<file path="config.mk">
export PLATFORM = sky130hd
export DESIGN_NAME = handshake_sender
export DESIGN_NICKNAME = d
export VERILOG_FILES = /design/src/rtl/handshake_sender.sv
export SDC_FILE = /design/constraint.sdc
export NUM_CORES = 1
export LEC_CHECK = 0
export BUFFER_PORTS_ARGS = -buffer_cell sky130_fd_sc_hd__buf_2
export CAP_MARGIN = 20
export CORE_UTILIZATION = 51
export CTS_CLUSTER_SIZE = 8
export DETAILED_ROUTE_END_ITERATION = 10
export GPL_TIMING_DRIVEN = 0
export PLACE_DENSITY = 0.7
export SLEW_MARGIN = 20
export SYNTH_ARGS = -nofsm -noshare
export SYNTH_HDL_FRONTEND = slang
export SYNTH_SLANG_ARGS = --single-unit
</file>
<file path="constraint.sdc">
create_clock -name clk -period 2.28 [get_ports clk]
set_input_delay 0.114 -clock clk [delete_from_list [all_inputs] [get_ports clk]]
set_output_delay 0.114 -clock clk [all_outputs]
set_load 0.03 [all_outputs]
</file>
<file path="src/rtl/handshake_sender.sv">
// Initiator side of the 4-phase send/ack word handshake: a small FIFO feeds an IDLE/REQ/RELEASE FSM.
// send/data are registered. Pushes while full are dropped and flagged; REQ aborts after TIMEOUT cycles without ack.
module handshake_sender #(
  parameter int DATA_W  = 16,
  parameter int DEPTH   = 4,
  parameter int TIMEOUT = 15,
  parameter int CNT_W   = 8
) (
  input  logic              clk,
  input  logic              rst,
  input  logic              wr_en,
  input  logic [DATA_W-1:0] wr_data,
  output logic              full,
  output logic              empty,
  output logic              send,
  output logic [DATA_W-1:0] data,
  input  logic              ack,
  output logic              busy,
  output logic [CNT_W-1:0]  sent_count,
  output logic              overflow,
  output logic              timeout_err
);

  localparam int AW = $clog2(DEPTH);
  localparam int TW = $clog2(TIMEOUT + 1);

  typedef enum logic [1:0] {IDLE, REQ, RELEASE} state_t;

  state_t            state, state_nxt;
  logic [DATA_W-1:0] mem [DEPTH];
  logic [AW-1:0]     wptr, rptr;
  logic [AW:0]       cnt;
  logic              push, pop;
  logic [TW-1:0]     tcnt, tcnt_nxt;
  logic              aborted, aborted_nxt;
  logic              send_nxt;
  logic [DATA_W-1:0] data_nxt;
  logic              inc_sent, set_tout;

  assign full  = (cnt == (AW+1)'(DEPTH));
  assign empty = (cnt == '0);
  // Full is judged before this cycle's pop, so a push into a full FIFO is lost even if a pop frees a slot.
  assign push  = wr_en && !full;
  assign busy  = (state != IDLE);

  always_ff @(posedge clk) begin
    if (push) mem[wptr] <= wr_data;
  end

  always_ff @(posedge clk) begin
    if (rst) begin
      wptr     <= '0;
      rptr     <= '0;
      cnt      <= '0;
      overflow <= 1'b0;
    end else begin
      if (push) wptr <= wptr + AW'(1);
      if (pop)  rptr <= rptr + AW'(1);
      case ({push, pop})
        2'b10:   cnt <= cnt + (AW+1)'(1);
        2'b01:   cnt <= cnt - (AW+1)'(1);
        default: cnt <= cnt;
      endcase
      if (wr_en && full) overflow <= 1'b1;
    end
  end

  always_comb begin
    state_nxt   = state;
    send_nxt    = send;
    data_nxt    = data;
    tcnt_nxt    = tcnt;
    aborted_nxt = aborted;
    pop         = 1'b0;
    inc_sent    = 1'b0;
    set_tout    = 1'b0;
    case (state)
      IDLE: begin
        send_nxt = 1'b0;
        if (!empty) begin
          data_nxt    = mem[rptr];
          send_nxt    = 1'b1;
          tcnt_nxt    = '0;
          aborted_nxt = 1'b0;
          state_nxt   = REQ;
        end
      end
      REQ: begin
        if (ack) begin
          send_nxt  = 1'b0;
          state_nxt = RELEASE;
        end else if (tcnt == TW'(TIMEOUT - 1)) begin
          // This wait-cycle brings the count to TIMEOUT: give up on the word.
          send_nxt    = 1'b0;
          set_tout    = 1'b1;
          aborted_nxt = 1'b1;
          state_nxt   = RELEASE;
        end else begin
          tcnt_nxt = tcnt + TW'(1);
        end
      end
      RELEASE: begin
        if (!ack) begin
          pop       = !empty;
          inc_sent  = !aborted;
          state_nxt = IDLE;
        end
      end
      default: state_nxt = IDLE;
    endcase
  end

  always_ff @(posedge clk) begin
    if (rst) begin
      state       <= IDLE;
      send        <= 1'b0;
      data        <= '0;
      tcnt        <= '0;
      aborted     <= 1'b0;
      sent_count  <= '0;
      timeout_err <= 1'b0;
    end else begin
      state   <= state_nxt;
      send    <= send_nxt;
      data    <= data_nxt;
      tcnt    <= tcnt_nxt;
      aborted <= aborted_nxt;
      if (inc_sent) sent_count <= sent_count + CNT_W'(1);
      if (set_tout) timeout_err <= 1'b1;
    end
  end

endmodule

</file>
**Word level (Yosys, flattened, before mapping)**

Memories as Yosys holds them, arrays and structs flattened. A register that Yosys moved wholly into a read port is not among the register bits.
Cells that the tools add are included.

- Reduce and logical (&&, ||, !) cells: 15
- Equality and inequality tests: 12
- Muxes and demuxes: 27
- Add/sub/neg operators: 6
- Bitwise operators: 1

Operators with widths:

| kind | count |
|---|---|
| two-way mux 1 bit | 15 |
| two-way mux 4 bit | 3 |
| != test 2 bit, second input constant | 5 |
| adder 8 x 1 -> 8 bit, second input constant | 1 |
| two-way mux 2 bit | 4 |
| case mux 4 bit (2 select lines) | 1 |
| AND reduction 4 bit | 2 |
| case mux 2 bit (3 select lines) | 1 |
| case mux 3 bit (2 select lines) | 1 |
| nonzero test 2 bit | 3 |
| adder 2 x 1 -> 2 bit, second input constant | 2 |
| adder 4 x 1 -> 4 bit, second input constant | 1 |
| equality test 2 x 1 -> 1 bit, second input constant | 2 |
| equality test 2 bit, second input constant | 2 |
| equality test 4 bit, second input constant | 1 |
| case mux 1 bit (2 select lines) | 2 |
| AND reduction 2 bit | 2 |
| adder 3 x 1 -> 3 bit, second input constant | 1 |
| equality test 3 bit, second input constant | 1 |
| logical NOT 1 bit | 3 |
| logical NOT 3 bit | 1 |
| != test 3 bit, second input constant | 1 |
| AND reduction 3 bit | 1 |
| subtractor 3 x 1 -> 3 bit, second input constant | 1 |
| 3 further kinds | 4 |

- Output and inout bits: 30
- Flip-flop bits (word level): 25
- Memories kept: 1
- Bits in writable memories: 64

Memory list:

| name | depth | width | rd ports | clocked after memory_dff | wr ports | line | RTL |
|---|---|---|---|---|---|---|---|
| mem | 4 | 16 | 1 | 1 | 1 | 30 | `logic [DATA_W-1:0] mem [DEPTH];` |

**Longest topological paths before layout**

- Depth after elaboration: 6
- Mapped depth: 11
- Depth with buffers taken out: 10

**Worst setup path before layout**

No wires, ideal clock.

- Kind: reg2reg
- Start: register cnt[0]
- End: register cnt[2]
- Stages on the path, launching flop included: 12
- Path slack: -0.224 ns
- Buffers on the path: 1
- Data arrival time: 2.434 ns
- Cells stage by stage: dfxtp_1 or3b_2 clkbuf_1 inv_1 nor2_1 inv_1 ha_1 inv_1 fa_1 xor2_1 or3_1 a21oi_1

- Elaborated cells between the ends (all ways): 13
- Those cells by class: add/sub: 2; eq/ne: 3; mux: 3; reduce/logical: 5

RTL lines:

| what | line | RTL |
|---|---|---|
| start: declaration | 32 | `logic [AW:0] cnt;` |
| start signal: assignment | 60 | `2'b10: cnt <= cnt + (AW+1)'(1);` |
| start signal: assignment | 61 | `2'b01: cnt <= cnt - (AW+1)'(1);` |
| start signal: assignment | 62 | `default: cnt <= cnt;` |
| equality test 3 bit * | 40 | `assign full = (cnt == (AW+1)'(DEPTH));` |
| via full | 13 | `output logic full,` |
| logical NOT 1 bit * | 43 | `assign push = wr_en && !full;` |
| logical AND 1 bit * | 43 |  |
| equality test 2 x 1 -> 1 bit or equality test 2 bit (tied branches) | 59 | `case ({push, pop})` |
| case mux 3 bit (2 select lines) or nonzero test 2 bit (tied branches) | -- |  |

Mark *: on every way through the listed nets, which the timed path passes. The rest lies on a longest branch.
A chain may end at the register's enable or synchronous reset.

**Worst setup path after layout**

- Start: register state[0]
- End: register cnt[2]

- Cells in the longest elaborated chain, start to end: 4
- Elaborated cells between the ends (all ways): 6
- Those cells by class: eq/ne: 3; mux: 2; reduce/logical: 1

RTL lines:

| what | line | RTL |
|---|---|---|
| start: declaration | 29 | `state_t state, state_nxt;` |
| start signal: assignment | 123 | `state <= state_nxt;` |
| equality test 2 bit * | 77 | `case (state)` |
| two-way mux 1 bit * | 77 |  |
| via pop | 33 | `logic push, pop;` |
| equality test 2 x 1 -> 1 bit or equality test 2 bit (tied branches) | 59 |  |
| case mux 3 bit (2 select lines) or nonzero test 2 bit (tied branches) | -- |  |

Marks and branches as above.

==> run metrics <==
status=complete, no violations; fmax=457.6 MHz; type of the most critical hold path=input pin to flop; post-synthesis net count=297; GR Util All Layers=18.59%; clk_lat worst skew=0.35 ns; CORE AREA=7727 µm²; GRT overflow=0; GPL Wtd Cong=0.8080; Cell Area, Placed=4467 µm²; share of cells above drive strength 1=28.77%; Arrival @ worst endpoint=2.46 ns; net switching power=927.2 µW; number of H-tree levels=3; critical-path cell list=or3b_4 > nor2_1 > ha_2 > inv_1 > fa_2 > xor2_1 > or3_1 > a21oi_1; die area=8345 µm²; Int Pwr=2.675 mW; DR vias/cell=5.400; Ports=50; post-route ant nets=0; final slew viol count=0; Yosys cell types=44; CP peak stage delay=0.43 ns; Post-Layout Cell Count=453; startpoint types=flop; Vias=2,446; layout overhead on the synthesized area=18.50%; Worst Path Required=2.56 ns; RSZ-0062 raised after global routing=false; Flop pwr share=59.9%; Largest delay share family, worst path=simple AND/OR/NAND/NOR gates; CTS clk-pin slew, worst paths=0.10 ns; switching part of the total=25.74%; Max-Cap Viols=0; Mapped Avg Cell Area=15.19 µm²; CTS Root Buffer Type=clkbuf_8; Gate power share=12.1%; Nets=375; LEAKAGE=1.762 nW; fin worst setup slack=0.09471 ns; Tot Pwr=3.602 mW; min cycle time layout=2.185 ns; Util after Layout=62.44%; clock buffer count from CTS=9; total negative setup slack=0 ns; CP bufs+invs=1; synthesized instance count=268; final worst path period share=95.85%; Slew @ Worst Pin=0.8960 ns; Fin Clk Skew=0.008731 ns; WL final=7175 µm; CP Capture Type=flop; drt initial violations=112; critical path's slowest cell=or3b_4; initial antenna violation count=0; DRC=0; global-route wire length before repair=11,670 µm; Die Y=91.35 µm; flops & latches, synth=105; Netlist Area Pre-Place=4071 µm²; register area share after synthesis=67.36%; vias in the first global route=2,342; Worst IR Drop VDD=311.6 µV; post-route cell area=4825 µm²; placed insts=419; Hold WS=0.07589 ns; clock network power share=28.0%; Slew HR=40.27%; setup violators final=0; DRT Pass-1 Iters=4; Final Hold Viols=0; Setup CP Type=flop to flop; die width=91.35 µm; worst-case clock buffer depth=2; CTS tree=yes; Row Count=32; ant diodes=0; crit-path max FO=8; I/O Buffers=49; cell area power density=746.6 nW/µm²; Final HPWL DP=4704 µm; clock sink total=105; Ys Warns=0; initial core utilization=52.69%; drt wl/cell=15.84 µm; largest net degree at the start of global routing=19; worst slack, placed=-0.06566 ns
## cells in the final DEF (no fill, tap or decap), drive strengths merged, types with 5 or more instances in the layout
master       netlist  routed
edfxtp            64      64
buf                5      57
and3               5       5
a22o              16      16
clkbuf             7      16
dlygate4sd3        0      16
nor2              13      13
o31ai              6       6
or3                5       5
inv               15      16
dfxtp             41      41
mux4              16      16
or4                6       6
nand3              5       5
o21ai              6       6
a21oi             17      17
ha                 8       8
## power groups by stage
stage | logic [mW] | registers (mW) | clock network, mW
after detailed placement | 0.409 | 2.20 | 0
final | 0.436 | 2.16 | 1.01
after floorplan | 0.203 | 2.27 | 0
after CTS | 0.436 | 2.16 | 1.04
after global routing | 0.473 | 2.17 | 1.10
after global placement | 0.401 | 2.19 | 0
## path summary, 6_finish.rpt
| kind | start | to | slack [ns] | depth (start not counted) |
|---|---|---|---|---|
| setup reg to reg | state[0] | cnt[2] | 0.09 | 8 |
| setup / recovery | state[0] | cnt[2] | 0.09 | 8 |
| hold reg to reg | data[4] | data[4] | 0.48 | 1 |
| hold / removal | ack | state[1] | 0.08 | 3 |
## flip-flops by register name, indices dropped and copies added, names as in the netlist
signal,flops
cnt,3
rptr,2
mem,64
overflow,1
send,1
state,2
aborted,1
sent_count,8
wptr,2
data,16
tcnt,4
timeout_err,1
## area by class of cell
cell class                      instances  area (µm²)
Fill cell                             584        2903
Sequential cell                       105        2749
Multi-Input combinational cell        135        1225
Timing Repair Buffer                   68       427.9
Clock buffer                           10       127.6
Tap cell                              102       127.6
Inverter                               16       68.82
Buffer                                 11       55.05
Clock inverter                          6       43.79
## Yosys cell counts (all sizes together)
cell type	count	share of area [%]
xor2	3	0.65
nand3b	1	0.18
fa	1	0.49
or4	6	1.1
o21ai	6	0.74
dfxtp	41	20
or3	5	0.77
inv	15	1.4
o221ai	1	0.22
a22o	16	3.4
o22ai	1	0.15
or4b	1	0.34
a21oi	17	2.2
and3	5	0.77
a2bb2oi	1	0.22
nand3	5	0.61
mux4	16	8.9
buf	5	0.80
mux2	2	0.55
ha	8	2.5
nand4	1	0.15
a211oi	1	0.18
nor3b	1	0.18
clkbuf	7	0.65
a31oi	1	0.15
clkinv	1	0.092
nand2b	2	0.31
or3b	3	0.65
nor3	2	0.37
mux2i	2	0.49
o31ai	6	1.1
edfxtp	64	47
o32ai	1	0.22
nor2	13	1.2
nand2	2	0.18
and2b	1	0.18
nor2b	3	0.46
nor4	1	0.15
## logic make-up after synthesis
kind of cell	count (synthesis)	share of synthesized area [%]
AO/OA/AOI/OAI	51	8.605
AND/OR/NAND/NOR	52	7.622
XOR/XNOR	3	0.6455
flip-flops	105	67.36
adder cells (fa/ha/maj)	9	2.950
multiplexers	20	9.896
buffers and inverters	28	2.919
## worst min-delay path, stage by stage
cell      delay, ns
buf_2          0.14
nand3b_1       0.08
a21oi_1        0.06
## metal layers
layer	track usage [%]	routed length, µm	vias up
met5	0	0	-
met4	8.201	49	0
li1	-	-	1189
met2	29.92	3540	51
met1	25.16	3330	1202
met3	2.848	255	4
## timing repair
item	4_1_cts	5_1_grt
endpoints found under the hold margin	64	0
gates resized for setup	5	3
pin swaps	1	1
setup buffers	2	1
hold buffers	16	0
endpoints found under the setup margin	1	1
(Power assumes the default switching activity.)
